--- src/rtl/inst_fetch_queue.sv ---
// Instruction fetch front end: issues in-order reads with a running PC, tags
// each outstanding read with its PC, and buffers returned words with their PC
// in a circular instruction queue. A redirect flushes the queue and turns all
// in-flight responses into discards.
module inst_fetch_queue #(
  parameter logic [31:0] RESET_PC        = 32'h1ECEB000,
  parameter int          IQ_DEPTH        = 8,
  parameter int          MAX_OUTSTANDING = 2
) (
  input  logic                       clk,
  input  logic                       rst,
  output logic [31:0]                imem_addr,
  output logic [3:0]                 imem_rmask,
  output logic [3:0]                 imem_wmask,
  output logic [31:0]                imem_wdata,
  input  logic [31:0]                imem_rdata,
  input  logic                       imem_resp,
  input  logic                       redirect_valid,
  input  logic [31:0]                redirect_pc,
  output logic                       iq_valid,
  output logic [31:0]                iq_instr,
  output logic [31:0]                iq_pc,
  input  logic                       iq_ready,
  output logic [$clog2(IQ_DEPTH):0]  iq_count,
  output logic                       fetch_err
);

  localparam int IW = $clog2(IQ_DEPTH);
  localparam int CW = IW + 1;
  localparam int TW = (MAX_OUTSTANDING > 1) ? $clog2(MAX_OUTSTANDING) : 1;
  localparam int OW = $clog2(MAX_OUTSTANDING + 1);

  logic [31:0]   pc_q, pc_d;
  logic [OW-1:0] outst_q, outst_d;
  logic [OW-1:0] disc_q, disc_d;
  logic [TW-1:0] tag_wr_q, tag_wr_d, tag_rd_q, tag_rd_d;
  logic [IW-1:0] head_q, head_d, tail_q, tail_d;
  logic [CW-1:0] count_q, count_d;
  logic          err_q, err_d;

  logic [31:0] tag_mem [MAX_OUTSTANDING];
  logic [31:0] iq_pc_mem [IQ_DEPTH];
  logic [31:0] iq_ins_mem [IQ_DEPTH];

  logic issue, resp_ok, push, pop;

  // Low address bits of a redirect target are forced to zero.
  logic unused_rpc_lsb;
  assign unused_rpc_lsb = ^redirect_pc[1:0];

  function automatic logic [TW-1:0] tag_next(input logic [TW-1:0] p);
    return (p == TW'(MAX_OUTSTANDING - 1)) ? '0 : p + TW'(1);
  endfunction

  // Issue reserves a queue slot per in-flight read so a push never overflows.
  assign issue   = rst && !redirect_valid
                && (32'(outst_q) < 32'(MAX_OUTSTANDING))
                && ((32'(count_q) + 32'(outst_q)) < 32'(IQ_DEPTH));
  assign resp_ok = imem_resp && (outst_q != '0);
  assign push    = resp_ok && !redirect_valid && (disc_q == '0);
  assign pop     = iq_valid && iq_ready && !redirect_valid;

  assign imem_addr  = pc_q;
  assign imem_rmask = issue ? 4'hF : 4'h0;
  assign imem_wmask = 4'h0;
  assign imem_wdata = 32'h0;
  assign iq_valid   = (count_q != '0);
  assign iq_instr   = iq_ins_mem[head_q];
  assign iq_pc      = iq_pc_mem[head_q];
  assign iq_count   = count_q;
  assign fetch_err  = err_q;

  // Next-state for PC, in-flight bookkeeping, queue pointers and error flag.
  always_comb begin
    pc_d     = pc_q;
    outst_d  = outst_q;
    disc_d   = disc_q;
    tag_wr_d = tag_wr_q;
    tag_rd_d = tag_rd_q;
    head_d   = head_q;
    tail_d   = tail_q;
    count_d  = count_q;
    err_d    = err_q;

    if (redirect_valid)  pc_d = {redirect_pc[31:2], 2'b00};
    else if (issue)      pc_d = pc_q + 32'd4;

    case ({issue, resp_ok})
      2'b10:   outst_d = outst_q + OW'(1);
      2'b01:   outst_d = outst_q - OW'(1);
      default: outst_d = outst_q;
    endcase

    if (issue)   tag_wr_d = tag_next(tag_wr_q);
    if (resp_ok) tag_rd_d = tag_next(tag_rd_q);

    // Everything still in flight after a redirect belongs to the old stream.
    if (redirect_valid)
      disc_d = outst_q - OW'(resp_ok);
    else if (resp_ok && (disc_q != '0))
      disc_d = disc_q - OW'(1);

    if (redirect_valid) begin
      count_d = '0;
      tail_d  = head_q;
    end else begin
      count_d = count_q + CW'(push) - CW'(pop);
      if (push) tail_d = tail_q + IW'(1);
      if (pop)  head_d = head_q + IW'(1);
    end

    if (imem_resp && (outst_q == '0) && !issue) err_d = 1'b1;
  end

  // State registers with synchronous active-low reset.
  always_ff @(posedge clk) begin
    if (!rst) begin
      pc_q     <= RESET_PC;
      outst_q  <= '0;
      disc_q   <= '0;
      tag_wr_q <= '0;
      tag_rd_q <= '0;
      head_q   <= '0;
      tail_q   <= '0;
      count_q  <= '0;
      err_q    <= 1'b0;
    end else begin
      pc_q     <= pc_d;
      outst_q  <= outst_d;
      disc_q   <= disc_d;
      tag_wr_q <= tag_wr_d;
      tag_rd_q <= tag_rd_d;
      head_q   <= head_d;
      tail_q   <= tail_d;
      count_q  <= count_d;
      err_q    <= err_d;
    end
  end

  // Storage arrays: PC tags of in-flight reads and queued {pc, instr} entries.
  always_ff @(posedge clk) begin
    if (issue) tag_mem[tag_wr_q] <= pc_q;
    if (push) begin
      iq_pc_mem[tail_q]  <= tag_mem[tag_rd_q];
      iq_ins_mem[tail_q] <= imem_rdata;
    end
  end

endmodule

--- config.mk ---
export PLATFORM = sky130hd
export DESIGN_NAME = inst_fetch_queue
export DESIGN_NICKNAME = d
export VERILOG_FILES = /design/src/rtl/inst_fetch_queue.sv
export SDC_FILE = /design/constraint.sdc
export NUM_CORES = 1
export LEC_CHECK = 0
export BUFFER_PORTS_ARGS = -buffer_cell sky130_fd_sc_hd__buf_4
export CORE_ASPECT_RATIO = 2
export CORE_UTILIZATION = 55
export DETAILED_ROUTE_END_ITERATION = 16
export GPL_TIMING_DRIVEN = 0
export PLACE_DENSITY = 0.74
export SLEW_MARGIN = 20
export SYNTH_ARGS = -nofsm -noshare
export SYNTH_HDL_FRONTEND = slang
export SYNTH_SLANG_ARGS = --single-unit
--- constraint.sdc ---
create_clock -name clk -period 10.01 [get_ports clk]
set_input_delay 1.5015 -clock clk [delete_from_list [all_inputs] [get_ports clk]]
set_output_delay 1.5015 -clock clk [all_outputs]
set_load 0.05 [all_outputs]
* After elaboration in Yosys (flattened, before gate mapping)
Memory sizes are Yosys's and may differ from the RTL's. A register that Yosys moved wholly into a read port is not among the register bits.
Index checks and enable logic that the tools add are counted.
** Storage, ports and cells
- Register bits :: 49
- Bits in writable memories :: 576
- Memories kept :: 3
** Memories
- iq_ins_mem :: depth 8, bits a word 32, rd ports 1, clocked after Yosys merged registers in 1, wr ports 1, line 43 : logic [31:0] iq_ins_mem [IQ_DEPTH];
- iq_pc_mem :: depth 8, bits a word 32, rd ports 1, clocked after Yosys merged registers in 1, wr ports 1, line 42 : logic [31:0] iq_pc_mem [IQ_DEPTH];
- tag_mem :: depth 2, bits a word 32, rd ports 1, clocked after Yosys merged registers in 1, wr ports 1, line 41 : logic [31:0] tag_mem [MAX_OUTSTANDING];
** Cells by class
- $add $sub $neg :: 12
- $lt $le $gt $ge :: 2
- Equal/unequal tests :: 2
- Mux-type cells :: 20
- Bitwise gates (word level) :: 2
- Reductions and logical operators :: 24
** Operators with widths (count)
- 2-to-1 mux 32 bit :: 2
- adder 32 x 3 -> 32 bit, second input constant :: 1
- 2-to-1 mux 3 bit :: 6
- nonzero test 2 bit :: 6
- logical AND 1 bit :: 11
- 2-to-1 mux 1 bit :: 8
- adder 3 x 1 -> 3 bit, second input constant :: 2
- adder 4 x 2 -> 5 bit :: 1
- less-than comparator 5 x 4 -> 1 bit, second input constant :: 1
- adder 4 x 1 -> 4 bit :: 1
- zero test 2 bit :: 2
- 2-to-1 mux 2 bit :: 2
- 2-to-1 mux 4 bit :: 1
- case mux 2 bit (2 select lines) :: 1
- nonzero test 4 bit :: 1
- subtractor 2 x 1 -> 2 bit, second input constant :: 2
- subtractor 4 x 1 -> 4 bit :: 1
- adder 1 bit, second input constant :: 2
- adder 2 x 1 -> 2 bit, second input constant :: 1
- == test 2 x 1 -> 1 bit, second input constant :: 1
- == test 2 bit, second input constant :: 1
- zero test 1 bit :: 2
- less-than comparator 2 bit, second input constant :: 1
- NOT 1 bit :: 2
- 3 further kinds :: 3

* Logic depth before layout (Yosys ltp)
Gate-level depths: netlist of the first run.
- Depth after elaboration :: 6
- Mapped depth :: 11
- Depth with buffers taken out :: 10

* Worst setup path after synthesis of the first run
OpenSTA, ideal clock, no wires.
- Path kind :: input to register
- Start :: input port imem_resp
- End :: memory iq_ins_mem[2][0], enable pin
- Setup time :: 0.571 ns
- Arrival :: 6.856 ns
- Data required time :: 9.439 ns
- Slack :: 2.583 ns
- Cell stages on the path :: 5
- Buffers on the path :: 1
- Cells stage by stage :: o21a_1 > clkbuf_1 > nand3_1 > or2_2 > nor3b_1
** Between the ends
- Cells in the longest elaborated chain, start to end :: 5
** RTL lines
- from (decl) :: line 17 : input logic imem_resp,
- logical AND 1 bit :: line 59 : assign resp_ok = imem_resp && (outst_q != '0);
- net resp_ok :: line 45 : logic issue, resp_ok, push, pop;
- logical AND 1 bit (2 in series) :: line 60 : assign push = resp_ok && !redirect_valid && (disc_q == '0);
- 2-to-1 mux 1 bit :: line 143 : if (push) begin
- 2-to-1 mux 1 bit (implied by the code) :: line 145 : iq_ins_mem[tail_q] <= imem_rdata;
- to (decl) :: line 43
The timed path passes the listed nets, and every way through them passes these cells.

* Final worst setup path of the first run
- Start :: input port rst
- End :: output port imem_rmask[0]
** Between the ends
- Cells in the longest elaborated chain, start to end :: 4
** RTL lines
- from (decl) :: line 11 : input logic rst,
- logical AND 1 bit :: line 56 : assign issue = rst && !redirect_valid
- logical AND 1 bit :: line 57 : && (32'(outst_q) < 32'(MAX_OUTSTANDING))
- logical AND 1 bit :: line 58 : && ((32'(count_q) + 32'(outst_q)) < 32'(IQ_DEPTH));
- net issue :: line 45
- 2-to-1 mux 4 bit :: line 64 : assign imem_rmask = issue ? 4'hF : 4'h0;
- to (decl) :: line 13 : output logic [3:0] imem_rmask,
The timed path passes the listed nets, and every way through them passes these cells.

==> results.ini, run 1 <==
[route]
post-route-drc-count = 0
ant_nets = 0
dr.pass1.iters = 4
routedWlPerCell_um = 24.3
num_vias = 12549
routed_wl_um = 51900
viasPerCell = 5.87
drt_first_iter_violations = 814

[yosys]
ys_warn_count = 0
async_flop_share = 0
synth_edf_count = 556
postSynthAreaPerCell_um2 = 19.6
yosysSeqAreaShare = 0.737
synth_cells = 1224
syn_area_um2 = 24000
ys_ff_latch = 607
synth_ff_type = edfxtp_1
synth.distinct_cells = 60

[timing]
finalHoldViolations = 0
fin_skew_ns = 0.0135
maxSlewViolCount = 0
setup_viol = 0
worst_slew_pin_slew_ns = 1.05
rsz0062_at_grt = no
finalSetupTns_ns = 0
fmax_mhz = 192
slew_headroom = 0.295
setup_ws_ns = 4.79
post-route-period-util = 0.521
finalCriticalPeriod_ns = 5.22

[cells_and_area]
drive_above_1_share = 0.380
regArea_um2 = 17700
final_nets = 1630
layout-area-overhead-vs-synth_pct = 18.2
multi_input_area_um2 = 5870
layoutNonFillerInstCount = 2137
nFillCells = 2919

[die]
rows = 108
coreArea_um2 = 43200
die_w_um = 150
chipHeight_um = 298
ios = 211
die_area_um2 = 44600
start_util = 0.556

[place]
dp_cells = 2046
dp_slack_ns = 4.87
place_congestion = 0.968
port_buffers = 168
detailed_place_hpwl_um = 37000

[hold_path]
hold_start = fetch_err$_SDFFE_PN0P_
holdCritPathClass = reg2reg

[critical_path]
reg2reg_slack_ns = 6.33
startpoint = rst
arrival_ns = 3.72
cp_slowest_stage_delay_ns = 0.55
path_cells = buf_4 > nand2b_1 > or3_1 > buf_4 > nand2_2 > nand2_1 > inv_1 > buf_4 > buf_4
crit_path_top_delay_cell = or3_1
start_kind = input port
crit_end = imem_rmask[0]
r2r-end = tag_mem[1][14]$_DFFE_PP_
critPathKind = in2out
critPathRequiredTime_ns = 8.51
r2r_cells = 8
end_kind = output pin
cp_max_fo = 10
path_common_cell = buf_4
r2r-start = outst_q[1]$_SDFFE_PN0P_

[global_route]
first_global_vias = 13126
grt_use_total = 0.239
grt_max_degree = 31
grt_pass1_wl_um = 77900
grt-ovfl-total = 0
antenna_found_initial = 1

[clocking]
cts_setup_buffers = 0
cts_max_level = 2
cts.sinks = 607
cts_resized = 0
clk_pin_slew_ns = 0.07
cts_tree = yes
hold_buffers = 0
numCtsBuffers = 49
insertion_delay_ns = 0.58
cts_root_buffer = clkbuf_16
clock_path_buffers = 3

[power_and_ir_drop]
finalPower_w = 0.00543
cellPowerDensity_nw_per_um2 = 191
ir_drop_uv = 144
p_leak_nw = 9.40

[run_status]
status = completed

[job]
maxCapViolations = 0

-- synth_stat cells, types with 4 or more instances --
cell type	number	area share
a211oi_1	9	0.0028
nand4_1	6	0.0016
dfxtp_1	51	0.042
buf_1	9	0.0014
nor4_1	9	0.0023
o211ai_1	4	0.0012
nor3_1	10	0.0021
buf_4	46	0.014
buf_2	8	0.0017
a21oi_1	17	0.0035
clkbuf_1	40	0.0062
nor2_1	41	0.0064
a2111oi_2	6	0.0037
nor2b_1	7	0.0018
a31oi_1	4	0.0010
edfxtp_1	556	0.69
inv_1	16	0.0025
a311oi_1	7	0.0026
ha_1	13	0.0068
nand2_1	29	0.0045
xnor2_1	15	0.0055
nor3b_1	6	0.0019
or3_1	4	0.0010
xor2_1	8	0.0029
nand3_1	16	0.0033
o21ai_0	18	0.0037
mux4_2	124	0.12
and4_1	4	0.0015
or2_2	4	0.0010
mux2_2	92	0.043
-- flip-flops by register name, indices dropped and copies added, names as in the netlist, named ones only --
register    cells
tag_wr_q        1
disc_q          2
fetch_err       1
iq_ins_mem    256
iq_count        4
tag_mem        60
tail_q          3
outst_q         2
head_q          3
imem_addr      30
tag_rd_q        1
iq_pc_mem     240
-- kinds of logic (layout without fill, tap and decap cells) --
| group | after synthesis | after routing | share of synthesized area |
|---|---|---|---|
| flip-flops | 607 | 607 | 0.737 |
| XOR/XNOR | 23 | 23 | 0.00838 |
| AO/OA/AOI/OAI | 86 | 86 | 0.0264 |
| buffers and inverters | 120 | 443 | 0.0267 |
| multiplexers | 219 | 219 | 0.161 |
| adder cells (fa/ha/maj) | 14 | 14 | 0.00760 |
| AND/OR/NAND/NOR | 154 | 154 | 0.0330 |
| other | 1 | 41 | 0.000156 |
-- layer usage --
| layer | vias to the layer above | global-route usage | wire length [µm] |
|---|---|---|---|
| met5 | - | 0 | 0 |
| met4 | 0 | 0.0991 | 2000 |
| met3 | 125 | 0.0330 | 2870 |
| met2 | 493 | 0.442 | 28600 |
| met1 | 6402 | 0.270 | 18400 |
| li1 | 5529 | - | - |
-- per-stage QoR --
step / util / cell area, µm² / hold WS, ns
after floorplan: - / 24200 / 0.481
after global placement: 0.604 / 26100 / 0.487
after detailed placement: 0.621 / 26900 / 0.492
after CTS: 0.657 / 28400 / 0.512
after global routing: 0.657 / 28400 / 0.543
final: 0.657 / 28400 / 0.526
-- placed cells by master, fill, tap and decap left out, types with 17 or more instances in the layout --
master,instances
buf_6,20
clkbuf_16,51
nand2_1,29
mux2_2,92
buf_4,253
a21oi_1,17
nor2_1,38
mux4_2,124
dfxtp_1,51
conb_1,40
edfxtp_1,556
clkbuf_1,51
o21ai_0,18
-- final cells by class --
| cell class | instances | share of cell area |
|---|---|---|
| diodes | 1 | 0.0000881 |
| plain buffers | 104 | 0.0204 |
| clock buffers | 65 | 0.0478 |
| clock inverters | 25 | 0.00652 |
| inverters | 16 | 0.00211 |
| multi-input cells | 536 | 0.207 |
| flip-flops and latches | 607 | 0.624 |
| well taps | 550 | 0.0242 |
| repair buffers | 233 | 0.0685 |
-- worst min-delay path by stage --
stage | end | slack, ns | depth (start not counted)
global placement | fetch_err$_SDFFE_PN0P_ | 0.49 | 2
detailed placement | fetch_err$_SDFFE_PN0P_ | 0.49 | 2
global route | tag_mem[0][31]$_DFFE_PP_ | 0.54 | 0
floorplan | tail_q[2]$_SDFFE_PN0P_ | 0.48 | 2
finish | fetch_err$_SDFFE_PN0P_ | 0.53 | 2
CTS | fetch_err$_SDFFE_PN0P_ | 0.51 | 2
-- where the power goes --
part,internal [W],switching [W]
clock network,0.00101,0.000850
registers,0.00290,0.0000400
logic,0.000220,0.000410
-- worst max-delay path, delay by kind of cell --
family / cells / cell delay (ns)
simple gates: 4 / 1.11
buf+inv: 5 / 1.09
Power figures use the tool's default switching activity.
==> inputs of run 2 (changes only) <==
--- a/config.mk
+++ b/config.mk
@@ -7,10 +7,10 @@
 export LEC_CHECK = 0
 export BUFFER_PORTS_ARGS = -buffer_cell sky130_fd_sc_hd__buf_4
 export CORE_ASPECT_RATIO = 2
-export CORE_UTILIZATION = 55
+export CORE_UTILIZATION = 54
 export DETAILED_ROUTE_END_ITERATION = 16
 export GPL_TIMING_DRIVEN = 0
-export PLACE_DENSITY = 0.74
+export PLACE_DENSITY = 0.76
 export SLEW_MARGIN = 20
 export SYNTH_ARGS = -nofsm -noshare
 export SYNTH_HDL_FRONTEND = slang
==> constraint.sdc (replaced) <==
create_clock -name clk -period 4.6 [get_ports clk]
set_input_delay 0.69 -clock clk [delete_from_list [all_inputs] [get_ports clk]]
set_output_delay 0.69 -clock clk [all_outputs]
set_load 0.05 [all_outputs]
==> results.ini, run 2 (synthesized netlist as in run 1, its figures left out) <==
[run_status]
status = completed

[job]
maxCapViolations = 0  ; unchanged

[timing]
maxSlewViolCount = 0  ; unchanged
setup_ws_ns = 0.366  ; -4.43 ns
slew_headroom = 0.300  ; +0.00557
rsz0062_at_grt = no
post-route-period-util = 0.920
finalHoldViolations = 0  ; unchanged
worst_slew_pin_slew_ns = 1.04  ; -0.00828 ns
finalCriticalPeriod_ns = 4.23
fmax_mhz = 236
setup_viol = 0  ; unchanged
fin_skew_ns = 0.0221  ; +0.00855 ns

[cells_and_area]
layout.cells.most_common = edfxtp_1
layout-area-overhead-vs-synth_pct = 19.1
antenna_cells = 0  ; -1
top_regs = iq_ins_mem (256), iq_pc_mem (240), tag_mem (60)
drive_above_1_share = 0.376  ; -0.00313
largest-register = iq_ins_mem
largest_register_ffs = 256  ; unchanged
nFillCells = 2945  ; +0.89%
fin_util = 0.650  ; -0.00742
final_area_um2 = 28600  ; +0.72%
final_nets = 1607  ; -1.4%
layoutNonFillerInstCount = 2117  ; -0.94%
layout_common_cells = 556 x edfxtp_1, 214 x buf_4, 124 x mux4_2, 92 x mux2_2, 51 x dfxtp_1

[global_route]
grt-ovfl-total = 0  ; unchanged
antenna_found_initial = 0  ; -1
grt_use_total = 0.242  ; +0.00324
grt_pass1_wl_um = 79500  ; +2.1%
grt_max_degree = 31  ; unchanged
first_global_vias = 13265  ; +1.1%

[route]
post-route-drc-count = 0  ; unchanged
routedWlPerCell_um = 25.0  ; +2.8%
num_vias = 12485  ; -0.51%
ant_nets = 0  ; unchanged
dr.pass1.iters = 5  ; +1
viasPerCell = 5.90  ; +0.43%
drt_first_iter_violations = 841  ; +3.3%
routed_wl_um = 52800  ; +1.9%

[place]
dp_slack_ns = 0.654  ; -4.22 ns
detailed_place_hpwl_um = 36700  ; -0.76%
dp_cells = 2028  ; -0.88%
dpl_cell_area_um2 = 27000  ; +0.32%
port_buffers = 168  ; unchanged
place_congestion = 0.937  ; -3.1%

[power_and_ir_drop]
ir_drop_uv = 355  ; +150%
cellPowerDensity_nw_per_um2 = 423  ; +120%
p_leak_nw = 9.40  ; about the same

[clocking]
hold_buffers = 0  ; unchanged
clock_path_buffers = 3  ; unchanged
cts.sinks = 607  ; unchanged
cts_setup_buffers = 0  ; unchanged
cts_tree = yes
numCtsBuffers = 49  ; unchanged
clk_pin_slew_ns = 0.07  ; about the same
cts_resized = 0  ; unchanged
insertion_delay_ns = 0.58  ; about the same
cts_max_level = 2  ; unchanged
cts_root_buffer = clkbuf_16

[hold_path]
holdCritPathClass = in2reg

[die]
ios = 211  ; unchanged
coreArea_um2 = 44100  ; +1.9%
start_util = 0.546  ; -0.0102
die_area_um2 = 45400  ; +1.8%
chipHeight_um = 300  ; +0.92%
die_w_um = 151  ; +0.91%
rows = 109  ; +0.93%

[critical_path]
critPathKind = reg2out
arrival_ns = 3.54  ; -0.18 ns
cp_max_fo = 10  ; unchanged
start_kind = flip-flop
critPathRequiredTime_ns = 3.91  ; -4.60 ns
end_kind = output pin

-- run 2: changes by cell type in the layout (fill, tap and decap cells not counted), moves of 2 or more --
cell	change
buf_4	-39
buf_8	+24
buf_6	-11
clkinv_1	-6
buf_16	+5
bufinv_16	+4
clkbuf_1	-4
nor3b_2	-4
nor3b_4	+4
buf_12	-2
clkbuf_8	+2
clkinv_4	+2
nor3_2	-2
nor3_4	+2
-- run 2: power by group --
part	leakage [nW]	switching (W)	total [W]	internal, W
sequential	5.42	0.0000875	0.00640	0.00631
combinational	3.16	0.000897	0.00138	0.000480
clock	0.821	0.00190	0.00433	0.00243
total	9.40	0.00289	0.0121	0.00922
-- run 2: layer usage --
layer | up-vias | wire (µm) | GRT usage
met5 | - | 0 | 0
met1 | 6368 | 18800 | 0.281
met4 | 0 | 2360 | 0.113
met2 | 526 | 28800 | 0.437
li1 | 5466 | - | -
met3 | 125 | 2900 | 0.0308
-- run 2: worst paths after layout --
kind | startpoint | endpoint | slack, ns | cells past startpoint
max | outst_q[1]$_SDFFE_PN0P_ | imem_rmask[1] | 0.37 | 9
min | imem_rdata[13] | iq_ins_mem[2][13]$_DFFE_PP_ | 0.34 | 1
max reg2reg | outst_q[1]$_SDFFE_PN0P_ | tag_mem[1][15]$_DFFE_PP_ | 0.93 | 8
min reg2reg | fetch_err$_SDFFE_PN0P_ | fetch_err$_SDFFE_PN0P_ | 0.51 | 2
-- run 2: through the flow --
step	hold WS, ns	TNS (ns)	total power, W
CTS	0.317	0	0.0122
finish	0.340	0	0.0121
detailed placement	0.469	0	0.00789
floorplan	0.481	-0.570	0.00743
global route	0.324	0	0.0125
global placement	0.481	-1302.84	0.00782
-- run 2: layout make-up --
| class | instances | area, µm² | area share |
|---|---|---|---|
| Buffer | 104 | 581 | 0.0203 |
| Multi-Input combinational cell | 536 | 5910 | 0.207 |
| Sequential cell | 607 | 17700 | 0.619 |
| Tap cell | 555 | 694 | 0.0243 |
| Clock buffer | 62 | 1350 | 0.0470 |
| Inverter | 16 | 60.1 | 0.00210 |
| Timing Repair Buffer | 210 | 1990 | 0.0694 |
| Clock inverter | 27 | 320 | 0.0112 |
-- run 2: worst max-delay path: stages (launching register included) --
cell	delay [ns]
dfxtp_1	0.40
ha_1	0.34
a31oi_1	0.16
o21ai_1	0.58
buf_2	0.42
nand2_2	0.23
nand2_1	0.25
inv_1	0.22
buf_4	0.19
buf_4	0.18
